[config.mk]
export PLATFORM = sky130hd
export DESIGN_NAME = fp_to_int_converter
export DESIGN_NICKNAME = d
export VERILOG_FILES = /design/src/rtl/fp_pkg.sv /design/src/rtl/fp_round_incr.sv /design/src/rtl/fp_to_int_converter.sv
export SDC_FILE = /design/constraint.sdc
export NUM_CORES = 1
export LEC_CHECK = 0
export ABC_AREA = 0
export CAP_MARGIN = 20
export CELL_PAD_IN_SITES_DETAIL_PLACEMENT = 0
export CELL_PAD_IN_SITES_GLOBAL_PLACEMENT = 1
export CORE_MARGIN = 10
export CORE_UTILIZATION = 44
export DETAILED_ROUTE_END_ITERATION = 6
export DONT_BUFFER_PORTS = 1
export MAX_ROUTING_LAYER = met4
export PLACE_DENSITY = 0.85
export REMOVE_ABC_BUFFERS = 1
export SLEW_MARGIN = 20
export SYNTH_ARGS = -nofsm -noshare
export SYNTH_HDL_FRONTEND = slang
export SYNTH_SLANG_ARGS = --single-unit
export TNS_END_PERCENT = 20
[constraint.sdc]
create_clock -name clk -period 4.3 [get_ports clk]
set_input_delay 1.29 -clock clk [delete_from_list [all_inputs] [get_ports clk]]
set_output_delay 1.29 -clock clk [all_outputs]
set_load 0.05 [all_outputs]
[src/rtl/fp_pkg.sv]
// Shared float constants, rounding-mode/flag encodings and class decode for the FP datapath.
package fp_pkg;

  localparam int unsigned EXP_W = 8;
  localparam int unsigned MAN_W = 23;
  localparam int unsigned BIAS  = 127;

  localparam logic [2:0] RND_RNE = 3'd0;
  localparam logic [2:0] RND_RTZ = 3'd1;
  localparam logic [2:0] RND_RTP = 3'd2;
  localparam logic [2:0] RND_RTN = 3'd3;

  localparam int unsigned FLAG_INVALID  = 2;
  localparam int unsigned FLAG_OVERFLOW = 1;
  localparam int unsigned FLAG_LOW      = 0;

  localparam logic [31:0] INT32_MAX  = 32'h7FFF_FFFF;
  localparam logic [31:0] INT32_MIN  = 32'h8000_0000;
  localparam logic [31:0] UINT32_MAX = 32'hFFFF_FFFF;
  localparam logic [31:0] UINT32_MIN = 32'h0000_0000;

  typedef enum logic [2:0] {
    FP_ZERO,
    FP_DENORM,
    FP_NORM,
    FP_INF,
    FP_NAN
  } fp_class_e;

  function automatic fp_class_e fp_classify(input logic [EXP_W-1:0] exp_f,
                                            input logic [MAN_W-1:0] man_f);
    fp_class_e cls;
    if (exp_f == '1)      cls = (man_f != '0) ? FP_NAN : FP_INF;
    else if (exp_f == '0) cls = (man_f != '0) ? FP_DENORM : FP_ZERO;
    else                  cls = FP_NORM;
    return cls;
  endfunction

endpackage

[src/rtl/fp_round_incr.sv]
// Rounding increment decision shared by the FP adder and converters; modes 4-7 fall back to RNE.
module fp_round_incr
  import fp_pkg::*;
(
  input  logic       sign_i,
  input  logic       lsb_i,
  input  logic       guard_i,
  input  logic       sticky_i,
  input  logic [2:0] rnd_mode_i,
  output logic       incr_o
);

  always_comb begin
    incr_o = 1'b0;
    case (rnd_mode_i)
      RND_RTZ: incr_o = 1'b0;
      RND_RTP: incr_o = !sign_i && (guard_i || sticky_i);
      RND_RTN: incr_o = sign_i && (guard_i || sticky_i);
      default: incr_o = guard_i && (sticky_i || lsb_i);
    endcase
  end

endmodule

[src/rtl/fp_to_int_converter.sv]
// IEEE single -> int32/uint32 converter, 2-stage valid/ready pipeline (align, then round/saturate).
// Optional FP2I_STICKY_FLAGS_EN adds flags_clr / sticky_flags accumulation of output flags.
module fp_to_int_converter
  import fp_pkg::*;
#(
  parameter int unsigned WIDTH     = 32,
  parameter int unsigned INT_WIDTH = 32
) (
  input  logic                 clk,
  input  logic                 rst,
  input  logic                 in_valid,
  output logic                 in_ready,
  input  logic [WIDTH-1:0]     a,
  input  logic [2:0]           rnd_mode,
  input  logic                 is_signed,
  output logic                 out_valid,
  input  logic                 out_ready,
  output logic [INT_WIDTH-1:0] result,
  output logic [2:0]           exception_flags
`ifdef FP2I_STICKY_FLAGS_EN
  ,
  input  logic                 flags_clr,
  output logic [2:0]           sticky_flags
`endif
);

  localparam logic [EXP_W-1:0] SHIFT_BASE = EXP_W'(BIAS + MAN_W);

  typedef struct packed {
    logic        sign;
    logic        is_signed;
    logic [2:0]  rnd;
    fp_class_e   cls;
    logic [31:0] mag;
    logic        guard;
    logic        sticky;
    logic        ovf;
  } s1_t;

  logic                 s1_valid_q, s1_valid_d;
  s1_t                  s1_q, s1_d;
  logic                 s2_valid_q, s2_valid_d;
  logic [INT_WIDTH-1:0] result_q, result_d;
  logic [2:0]           flags_q, flags_d;

  logic             s2_load;
  logic             in_fire;
  logic [EXP_W-1:0] exp_in;
  logic [MAN_W-1:0] man_in;
  logic [23:0]      sig_in;
  logic [EXP_W-1:0] lsh;
  logic [EXP_W-1:0] rsh;
  logic [49:0]      ext;

  assign s2_load  = !s2_valid_q || out_ready;
  assign in_ready = rst && (!s1_valid_q || s2_load);
  assign in_fire  = in_valid && in_ready;

  // Stage 1: unpack and align to an integer magnitude with guard/sticky.
  always_comb begin
    exp_in = a[WIDTH-2 -: EXP_W];
    man_in = a[MAN_W-1:0];
    sig_in = {exp_in != '0, man_in};
    lsh    = exp_in - SHIFT_BASE;
    rsh    = SHIFT_BASE - exp_in;
    ext    = '0;

    s1_d           = '0;
    s1_d.sign      = a[WIDTH-1];
    s1_d.is_signed = is_signed;
    s1_d.rnd       = rnd_mode;
    s1_d.cls       = fp_classify(exp_in, man_in);

    if (exp_in >= SHIFT_BASE) begin
      // The 24-bit significand only fits 32 bits for left shifts up to 8.
      if (lsh > 8'd8) s1_d.ovf = 1'b1;
      else            s1_d.mag = {8'b0, sig_in} << lsh[3:0];
    end else if (rsh >= 8'd26) begin
      s1_d.sticky = (sig_in != '0);
    end else begin
      ext         = {sig_in, 26'b0} >> rsh[4:0];
      s1_d.mag    = {8'b0, ext[49:26]};
      s1_d.guard  = ext[25];
      s1_d.sticky = (ext[24:0] != '0);
    end
  end

  logic        incr;
  logic [32:0] rmag;
  logic [32:0] lim_pos;
  logic [32:0] lim_neg;

  fp_round_incr u_round_incr (
    .sign_i    (s1_q.sign),
    .lsb_i     (s1_q.mag[0]),
    .guard_i   (s1_q.guard),
    .sticky_i  (s1_q.sticky),
    .rnd_mode_i(s1_q.rnd),
    .incr_o    (incr)
  );

  // Stage 2: round, range-check on the rounded magnitude, then apply sign or saturate.
  always_comb begin
    rmag    = {1'b0, s1_q.mag} + {32'b0, incr};
    lim_pos = s1_q.is_signed ? {1'b0, INT32_MAX} : {1'b0, UINT32_MAX};
    lim_neg = s1_q.is_signed ? {1'b0, INT32_MIN} : {1'b0, UINT32_MIN};
    result_d = result_q;
    flags_d  = flags_q;

    if (s1_valid_q) begin
      flags_d = '0;
      if (s1_q.cls == FP_NAN) begin
        result_d              = s1_q.is_signed ? INT32_MAX : UINT32_MAX;
        flags_d[FLAG_INVALID] = 1'b1;
      end else if (s1_q.cls == FP_INF || s1_q.ovf ||
                   (!s1_q.sign && rmag > lim_pos) ||
                   (s1_q.sign && rmag > lim_neg)) begin
        if (s1_q.sign) result_d = s1_q.is_signed ? INT32_MIN : UINT32_MIN;
        else           result_d = s1_q.is_signed ? INT32_MAX : UINT32_MAX;
        flags_d[FLAG_INVALID]  = 1'b1;
        flags_d[FLAG_OVERFLOW] = 1'b1;
      end else begin
        result_d          = s1_q.sign ? (~rmag[31:0] + 32'd1) : rmag[31:0];
        flags_d[FLAG_LOW] = s1_q.guard || s1_q.sticky;
      end
    end
  end

  always_comb begin
    s1_valid_d = s1_valid_q;
    s2_valid_d = s2_valid_q;
    if (s2_load) begin
      s2_valid_d = s1_valid_q;
      s1_valid_d = 1'b0;
    end
    if (in_fire) s1_valid_d = 1'b1;
  end

  always_ff @(posedge clk or negedge rst) begin
    if (!rst) begin
      s1_valid_q <= 1'b0;
      s1_q       <= '0;
      s2_valid_q <= 1'b0;
      result_q   <= '0;
      flags_q    <= '0;
    end else begin
      s1_valid_q <= s1_valid_d;
      s2_valid_q <= s2_valid_d;
      if (in_fire) s1_q <= s1_d;
      if (s2_load) begin
        result_q <= result_d;
        flags_q  <= flags_d;
      end
    end
  end

  assign out_valid       = s2_valid_q;
  assign result          = result_q;
  assign exception_flags = flags_q;

`ifdef FP2I_STICKY_FLAGS_EN
  logic       out_fire;
  logic [2:0] sticky_q, sticky_d;

  assign out_fire = s2_valid_q && out_ready;

  always_comb begin
    sticky_d = sticky_q;
    if (flags_clr) sticky_d = out_fire ? flags_q : '0;
    else if (out_fire) sticky_d = sticky_q | flags_q;
  end

  always_ff @(posedge clk or negedge rst) begin
    if (!rst) sticky_q <= '0;
    else      sticky_q <= sticky_d;
  end

  assign sticky_flags = sticky_q;
`endif

endmodule

==> qor.csv <==
metric;value;unit
status;completed;
initial_core_util;45.10;%
async_reset_ff_share;100.0;%
ir_worst_vdd;0.0001944;V
cts_buffer_depth;2;
synth_top_area_share;24.46;%
io-pin-count;77;
clkPwrFrac;22.9;%
internal_power;1.875;mW
grt_max_degree;83;
critPathBufInv;0;
first_global_vias;7877;
power_frac_seq;43.7;%
drt-pass1-iter-count;5;
p_sw;1.539;mW
ys_warn_count;0;
slew_viol_final;0;
globalplace.congestion;0.9591;
cts.sinks;80;
dieArea;24450;um^2
root_buffer;clkbuf_16;
crit_path_cell_trace;nand2_1 -> xor2_1 -> o21ai_1 -> nor2_2 -> ha_4 -> nand4_4 -> nor2_4 -> nand3_2 -> nor2_2 -> nand2_2 -> xnor2_2 -> ha_1 -> nand4_1 -> nor3_2 -> o2111ai_2 -> nor4_4 -> nand4b_1 -> a221o_2 -> and2_4 -> mux2_4 -> o221a_1;
crit_end;result[31];
finalCritPeriodShare;97.16;%
nets;1144;
comb_power_share;33.4;%
grt_antenna_before_repair;0;
synthCells;1064;
cts_tree;yes;
crit_top_cell;nor2_2;
htreeDepth;3;
dieHeight;156.4;um
r2r-end;result[31];
arrival;4.41;ns
hold_viol_final;0;
hpwl;21970;um
numPortBuffers;0;
leakage;3.753;nW
start_kind;flop;
ys_seq_elements;80;
fmax;239.4;MHz
seq_area_frac_synth;24.46;%
power.density;365.3;nW/um^2
drive_above_1_share;17.92;%
clk_latency;0.34;ns
worst_pin_slew;0.8553;ns
synth_enable_flop_cells;0;
diodes;0;
clk_pin_slew;0.06;ns
drt-total-wl;27280;um
hold_class;flop to flop;
startpoint;s1_q[42];
drt_iter0_markers;572;
netlist_area;8184;um^2
grt_pass1_wl;43190;um
fillers;1792;
crit_path_end_kind;flop;
crit_type;flop to flop;
holdWs;0.4968;ns
path_max_fanout;6;
yosys-top-cells-count;140 x nand2_1, 123 x nor2_1, 82 x a21oi_1;
synth_area_leader_cell;dfrtp_1;
drc;0;
regToRegSetupSlack;0.12;ns
wire_per_inst;20.62;um
avgSynthCellArea;7.692;um^2
finalSetupViolCount;0;
cpLargestDelayFamily;simple AND/OR/NAND/NOR gates;
yosysMostFrequentCell;nand2_1;
max_stage_delay;0.42;ns
rr_worst_depth;21;
rsz0062_at_grt;yes;
grt_overflow;0;
clock_skew;0.009150;ns
num_vias;8092;
ant_nets;0;
cts_hold_buf;0;
viasPerCell;6.116;
yosys-top-cells-area;dfrtp_1 24%, mux2i_1 6.8%, nand2_1 6.4%;
cts_buffers;9;
core-area;18150;um^2
synth_ff_type;dfrtp_1;
reg2reg_from;s1_q[42];
syn_to_final_growth;14.19;%
ys_types;75;
fp.dieW;156.4;um
cap_viol_max_count;0;
switching_share;45.09;%
cp_slowest_cell;a221o_2;
worstSetupPathDepth;21;
crit_required;4.53;ns
slew_headroom;42.77;%
grt_use_total;22.47;%
floorplan.rows;49;
setup_tns;0;ns
period_minus_slack;4.178;ns
[worst reg2reg max path, cell delays in order (launching register included)]
cell and delay, ns:
dfrtp_1 0.39, nand2_1 0.09, xor2_1 0.14, o21ai_1 0.10
nor2_2 0.16, ha_4 0.19, nand4_4 0.09, nor2_4 0.14
nand3_2 0.11, nor2_2 0.14, nand2_2 0.07, xnor2_2 0.15
ha_1 0.30, nand4_1 0.12, nor3_2 0.16, o2111ai_2 0.17
nor4_4 0.33, nand4b_1 0.12, a221o_2 0.42, and2_4 0.17
mux2_4 0.29, o221a_1 0.24
[layout by cell type (no fill, tap or decap), drive strengths merged, types with 18 or more instances in the layout]
cell	n
xnor2	32
nor4	18
nand3	33
a21oi	82
xor2	23
mux2i	56
nand2	140
buf	95
nor3	38
a211oi	20
nor2	123
o21ai	59
inv	20
dfrtp	80
nand4	24
[worst min path at each step]
stage              from       end  slack [ns]  cells after the start
4_1_cts        s1_q[40]  s1_q[40]        0.50                      2
2_1_floorplan   s1_q[0]   s1_q[0]        0.44                      2
5_1_grt         s1_q[0]   s1_q[0]        0.53                      2
6_report        s1_q[0]   s1_q[0]        0.50                      2
3_3_place_gp    s1_q[0]   s1_q[0]        0.46                      2
3_5_place_dp   s1_q[40]  s1_q[40]        0.48                      2
[routing by layer]
layer  track usage [%]  wire (um)  vias up
met5                 -          0        -
met4             10.16        999        0
met3             2.878       1339       53
met2             36.79      13170      245
met1             27.22      11770     3828
li1                  -          -     3966
[final cells by class]
type / count / area (um^2) / share of cell area [%]
repair buffers: 95 / 737.0 / 7.886
inverters: 20 / 75.07 / 0.8033
clock buffers: 12 / 256.5 / 2.745
flip-flops and latches: 80 / 2003 / 21.44
multi-input cells: 883 / 5934 / 63.50
clock inverters: 4 / 52.55 / 0.5623
well taps: 229 / 286.5 / 3.066
[power groups by stage]
stage	Clock (mW)	Combinational, mW	Sequential (mW)
6_report	0.781	1.14	1.49
5_1_grt	0.826	1.25	1.52
4_1_cts	0.795	1.09	1.50
3_5_place_dp	0	1.08	1.51
3_3_place_gp	0	1.08	1.51
2_1_floorplan	0	0.705	1.48
[registers in the layout, summed over array words and instances, names as in the netlist]
register / count
s1_valid_q: 1
result: 32
out_valid: 1
s1_q: 43
exception_flags: 3
[through the flow]
| step | utilization (%) | instances | power [mW] | instance area [um^2] | setup WS, ns |
|---|---|---|---|---|---|
| after floorplan | - | 983 | 2.184 | 7836 | -0.3879 |
| after global placement | 48.79 | 1304 | 2.587 | 8853 | -0.09217 |
| after detailed placement | 48.79 | 1304 | 2.595 | 8853 | -0.1665 |
| after CTS | 50.59 | 1320 | 3.385 | 9180 | 0.01939 |
| after global routing | 51.50 | 1323 | 3.597 | 9345 | -0.1419 |
| final | 51.50 | 1323 | 3.414 | 9345 | 0.1221 |
[logic make-up (layout without fill, tap and decap cells)]
kind of cell             after synthesis  count (layout)  synth area share (%)
AO/OA/AOI/OAI                        263             263                 20.46
XOR/XNOR                              55              55                 5.886
adder cells (fa/ha/maj)               15              15                 2.293
buffers and inverters                101             131                 5.167
flip-flops                            80              80                 24.46
multiplexers                          88              88                 13.50
AND/OR/NAND/NOR                      462             462                 28.24
[repair_timing]
action / CTS / global route
pin swaps: 1 / 27
resized for setup: 4 / 32
endpoints found under the setup margin: 25 / 34
buffers inserted: 0 / 3
No activity file was read; power rests on OpenSTA's default activity.
